--- src/rtl/tetris_ctrl_conditioner.sv ---
// tetris_ctrl_conditioner: turns raw Tetris buttons into debounced, auto-repeating command pulses plus a gravity strobe
//   clk        rising-edge clock
//   reset_n    asynchronous active-low reset
//   btn_raw    raw button levels {left, right, down, rot_left, rot_right, reset_game}
//   ctrl_pulse one-cycle command pulses, same bit order
//   btn_level  debounced button levels
//   step_tick  one-cycle gravity strobe
module tetris_ctrl_conditioner #(
    parameter int DEBOUNCE_CYCLES = 4,
    parameter int REPEAT_DELAY    = 10,
    parameter int REPEAT_PERIOD   = 3,
    parameter int GRAVITY_PERIOD  = 8
) (
    input  logic       clk,
    input  logic       reset_n,
    input  logic [5:0] btn_raw,
    output logic [5:0] ctrl_pulse,
    output logic [5:0] btn_level,
    output logic       step_tick
);
    localparam int DW   = $clog2(DEBOUNCE_CYCLES + 1);
    localparam int HMAX = REPEAT_DELAY > REPEAT_PERIOD ? REPEAT_DELAY : REPEAT_PERIOD;
    localparam int HW   = $clog2(HMAX + 1);
    localparam int GW   = $clog2(GRAVITY_PERIOD);
    localparam logic [DW-1:0] DB_LAST  = DW'(DEBOUNCE_CYCLES - 1);
    localparam logic [HW-1:0] DELAY_V  = HW'(REPEAT_DELAY);
    localparam logic [HW-1:0] PERIOD_V = HW'(REPEAT_PERIOD);
    localparam logic [GW-1:0] G_LAST   = GW'(GRAVITY_PERIOD - 1);

    logic [5:0]    sync1, sync2, level_d, level_nxt, pulse_nxt;
    logic [DW-1:0] db_cnt [6];
    logic [DW-1:0] db_nxt [6];
    // hold counters exist only for the repeating buttons (bits 3..5), indexed j = bit-3
    logic [HW-1:0] hold_cnt [3];
    logic [HW-1:0] hold_nxt [3];
    logic [2:0]    in_rep, rep_nxt;
    logic [GW-1:0] grav;

    always_comb begin
        level_nxt = btn_level;
        pulse_nxt = btn_level & ~level_d;
        for (int i = 0; i < 6; i++) begin
            db_nxt[i] = '0;
            if (sync2[i] != btn_level[i]) begin
                if (db_cnt[i] == DB_LAST) level_nxt[i] = ~btn_level[i];
                else db_nxt[i] = db_cnt[i] + 1'b1;
            end
        end
        // the hold counter counts edges since the last pulse; it first waits the
        // repeat delay, then cycles through the repeat period, so it never overflows
        for (int j = 0; j < 3; j++) begin
            hold_nxt[j] = '0;
            rep_nxt[j]  = 1'b0;
            // looking at level_nxt kills a repeat on the very edge the level falls
            if (btn_level[j+3] && level_d[j+3] && level_nxt[j+3]) begin
                if (hold_cnt[j] + 1'b1 == (in_rep[j] ? PERIOD_V : DELAY_V)) begin
                    pulse_nxt[j+3] = 1'b1;
                    rep_nxt[j]     = 1'b1;
                end else begin
                    hold_nxt[j] = hold_cnt[j] + 1'b1;
                    rep_nxt[j]  = in_rep[j];
                end
            end
        end
        if (pulse_nxt[5] && pulse_nxt[4]) pulse_nxt[5:4] = 2'b00;
    end

    always_ff @(posedge clk or negedge reset_n) begin
        if (!reset_n) begin
            sync1      <= '0;
            sync2      <= '0;
            db_cnt     <= '{default: '0};
            btn_level  <= '0;
            level_d    <= '0;
            hold_cnt   <= '{default: '0};
            in_rep     <= '0;
            ctrl_pulse <= '0;
            grav       <= '0;
        end else begin
            sync1      <= btn_raw;
            sync2      <= sync1;
            db_cnt     <= db_nxt;
            btn_level  <= level_nxt;
            level_d    <= btn_level;
            hold_cnt   <= hold_nxt;
            in_rep     <= rep_nxt;
            ctrl_pulse <= pulse_nxt;
            grav       <= (ctrl_pulse[0] || grav == G_LAST) ? '0 : grav + 1'b1;
        end
    end

    // a reset-game pulse restarts gravity and swallows any tick in its cycle
    assign step_tick = (grav == G_LAST) && !ctrl_pulse[0];
endmodule

--- config.mk ---
export PLATFORM = sky130hd
export DESIGN_NAME = tetris_ctrl_conditioner
export DESIGN_NICKNAME = d
export VERILOG_FILES = /design/src/rtl/tetris_ctrl_conditioner.sv
export SDC_FILE = /design/constraint.sdc
export NUM_CORES = 1
export LEC_CHECK = 0
export CELL_PAD_IN_SITES_DETAIL_PLACEMENT = 0
export CELL_PAD_IN_SITES_GLOBAL_PLACEMENT = 1
export CORE_UTILIZATION = 47
export CTS_CLUSTER_SIZE = 40
export DETAILED_ROUTE_END_ITERATION = 8
export MAX_ROUTING_LAYER = met4
export PLACE_DENSITY_LB_ADDON = 0.2
export SYNTH_ARGS = -nofsm -noshare
export SYNTH_HDL_FRONTEND = slang
export SYNTH_SLANG_ARGS = --single-unit
--- constraint.sdc ---
create_clock -name clk -period 2.3 [get_ports clk]
set_clock_uncertainty 0.15 [all_clocks]
set_input_delay 0.46 -clock clk [delete_from_list [all_inputs] [get_ports clk]]
set_output_delay 0.46 -clock clk [all_outputs]
set_load 0.01 [all_outputs]
==> summary.txt, run 1 <==
Power
  – Logic pwr share: 0.265
  – Leakage: 1.37 nW
  – Flop pwr share: 0.476
  – Switching Fraction: 0.302
  – Clk pwr share: 0.259
  – VDD IR max: between 0.6 and 0.7 mV
  – Pwr/cell area: 1150 nW/µm²
  – Sw power: 1.08 mW
  – Power Internal: 2.49 mW

Synthesis
  – Synth cell types: 39
  – Fraction of registers with async set/reset: 1.00
  – Main flop type after synthesis: dfrtp_1
  – Yosys warnings: 0
  – Sequential element share of the synthesized area: 0.635
  – Yosys top cell area share: 0.635
  – Most common cell in the netlist: dfrtp_1
  – Mapped Cells: 192
  – Largest cells by area after synthesis: dfrtp_1 64%, ha_1 5.3%, nor3b_1 4.0%
  – Total nets after synthesis: about 210
  – EDFF count, synth: 0
  – Number of synthesized register bits: 66
  – Netlist area before placement: 2600 µm²
  – Area leader, netlist: dfrtp_1
  – Syn Area/Cell: roughly 14 µm²
  – Commonest cells post-synth: 66 x dfrtp_1, 14 x nor3b_1, 13 x nor2_1, 11 x ha_1, 11 x nor2b_1

Clocking
  – Clock latency on the worst-skew pair: ~0.33 ns
  – Clock sink count: 66
  – CTS tree: done
  – Worst-path clk slew: 0.07 ns
  – Clk buf depth: 2
  – CTS H-tree lvls: 3
  – Clock Root Buffer: clkbuf_8
  – Setup bufs post-CTS: 0
  – CTS Buf Count: 9

STA
  – Setup WS post-layout: roughly 0.15 ns
  – Setup TNS: 0 ns
  – Hold Violations, Final: 0
  – Worst Tran Pin Value: 0.508 ns
  – Relative slew slack: 0.662
  – Slew Limit Fails: 0
  – Final Cycle Share: 0.936
  – Final hold slack: roughly 0.2 ns
  – Final Critical Period: 2.15 ns
  – Setup-failing EPs final: 0
  – Unrepaired setup endpoints after global routing: no
  – F_max: between 400 and 500 MHz

GRT
  – First-pass GRT wire length: between 7000 and 8000 µm
  – Grt total ovfl: 0
  – GRT Total Usage: 0.175
  – Vias in the first global route: 1729
  – Pin count of the biggest net entering global routing: 46
  – Antenna violations before repair: 0

Setup path
  – Crit path cell chain: ha_1 -> ha_1 -> nor2b_1 -> dlygate4sd2_1
  – CP endpoint kind: output pin
  – Slowest cell on the critical path: dfrtp_1
  – WP depth: 4
  – Max FO, Critical Path: 4
  – WP buf/inv: 1
  – Setup slack, reg-to-reg: 0.43 ns
  – Critical path startpoint category: flop
  – Critical path's top delay family: adder cells
  – Worst r2r path cells: 5
  – Worst Path Class, Setup: flop to output pin
  – Arr. time, crit path: 1.54 ns
  – RR Startpoint: hold_cnt[4]
  – Max incr delay on CP: slightly below 0.4 ns
  – Worst R2R End: ctrl_pulse[4]
  – Crit-path most repeated cell: ha_1
  – CP required: around 1.7 ns

Floorplanning
  – Chip Width: 76.4 µm
  – Starting Density: 0.500
  – FP Rows: 26
  – Io pins: 21
  – Die area: 5830 µm²
  – Die height: around 76 µm
  – Core area: 5200 µm²

Route
  – Initial DRC Count: 64
  – DR vias/cell: 5.05
  – First drt pass iteration count: 4
  – Via count: 1516
  – DR DRC count: 0
  – Routed WL: 4050 µm
  – Antenna Nets Post-Route: 0
  – Detailed-route wire length per cell: ~14 µm

Hold path
  – Worst hold endpoint: sync2[1]
  – Hold/Removal Path Class: flop to flop
  – Hold wc startpoint: sync1[1]
  – Hold path depth: 0

Cells and area
  – Layout Nets: 244
  – Share of layout cells above drive strength 1: 0.148
  – Layout area overhead: 19.4%
  – Final Util: 0.597
  – Final Instance Area: 3110 µm²
  – # diodes: 0

Flow run
  – Max_cap viols: 0

Run status
  – Status: finished, final reports clean

Place
  – Port Buffer Count: 20
  – Final HPWL DP: roughly 2900 µm
  – Worst Setup Slack post-DPL: 0.301 ns
  – Placed cell areas: 2900 µm²
  – GP Congestion: 0.652
-- cell usage in the layout, fill, tap and decap left out, types with 3 or more instances in the layout --
cell	count
clkbuf_8	9
xor2_1	4
mux2_2	6
nor2b_1	11
nand3_1	3
a21oi_1	3
nand2_1	6
nor3b_1	14
inv_1	4
xnor2_1	9
clkinv_2	3
nor2_1	13
dfrtp_1	66
ha_1	11
nor3_1	9
clkdlybuf4s50_1	18
nand2b_1	5
-- cell type report --
type,count,area [µm²]
clock buffer,9,124
clock inverter,7,70.1
fill,411,2100
inverter,4,15.0
multi-input combinational,122,933
sequential,66,1650
tap,70,87.6
timing repair buffer,22,224
-- what timing repair did --
item                       CTS  global route
hold buffers                 1             0
setup endpoints to repair    1             0
resized for setup            1             0
hold endpoints to repair    21             0
-- stage by stage --
step	power [mW]	cells
2_1_floorplan	2.26	192
3_3_place_gp	2.59	283
3_5_place_dp	2.68	283
4_1_cts	3.63	300
5_1_grt	3.83	300
6_report	3.57	300
-- logic make-up after synthesis --
logic type | Yosys count | share of synthesized area
multiplexers | 6 | 0.0260
AND/OR/NAND/NOR | 72 | 0.167
adder cells (fa/ha/maj) | 11 | 0.0529
buffers and inverters | 4 | 0.00577
flip-flops | 66 | 0.635
AO/OA/AOI/OAI | 19 | 0.0630
XOR/XNOR | 14 | 0.0501
-- power groups by stage --
stage                     logic [mW]  clock network, mW  registers (mW)
after CTS                      0.963              0.965            1.70
final                          0.946              0.925            1.70
after detailed placement       0.956                  0            1.72
after global placement         0.893                  0            1.70
after global routing            1.06               1.01            1.75
after floorplan                0.537                  0            1.72
-- metal layers --
metal | vias to the layer above | wire length, µm | global-route usage
li1 | 738 | - | -
met1 | 743 | 1770 | 0.186
met3 | 4 | 170 | 0.0707
met4 | 0 | 43 | 0.0712
met5 | - | 0 | -
met2 | 31 | 2070 | 0.291
-- state kept, by name (all words and copies together), names as in the netlist --
register,count
btn_level,6
ctrl_pulse,6
db_cnt,18
grav,3
hold_cnt,12
in_rep,3
level_d,6
sync1,6
sync2,6
-- how the worst max path moves through the flow --
stage / from / slack [ns] / endpoint
2_1_floorplan: hold_cnt[4] / 0.56 / ctrl_pulse[4]
3_3_place_gp: grav[0] / 0.33 / step_tick
3_5_place_dp: grav[0] / 0.30 / step_tick
6_report: grav[0] / 0.15 / step_tick
5_1_grt: grav[0] / 0.07 / step_tick
4_1_cts: grav[0] / 0.13 / step_tick
Note: power is estimated with default switching activity, not from simulation.
==> inputs of run 2 (changes only) <==
--- a/config.mk
+++ b/config.mk
@@ -10,6 +10,7 @@
 export CORE_UTILIZATION = 47
 export CTS_CLUSTER_SIZE = 40
 export DETAILED_ROUTE_END_ITERATION = 8
+export GPL_TIMING_DRIVEN = 1
 export MAX_ROUTING_LAYER = met4
 export PLACE_DENSITY_LB_ADDON = 0.2
 export SYNTH_ARGS = -nofsm -noshare
==> results of run 2 <==
No change in the layout: final DEF, timing and power equal those of run 1.
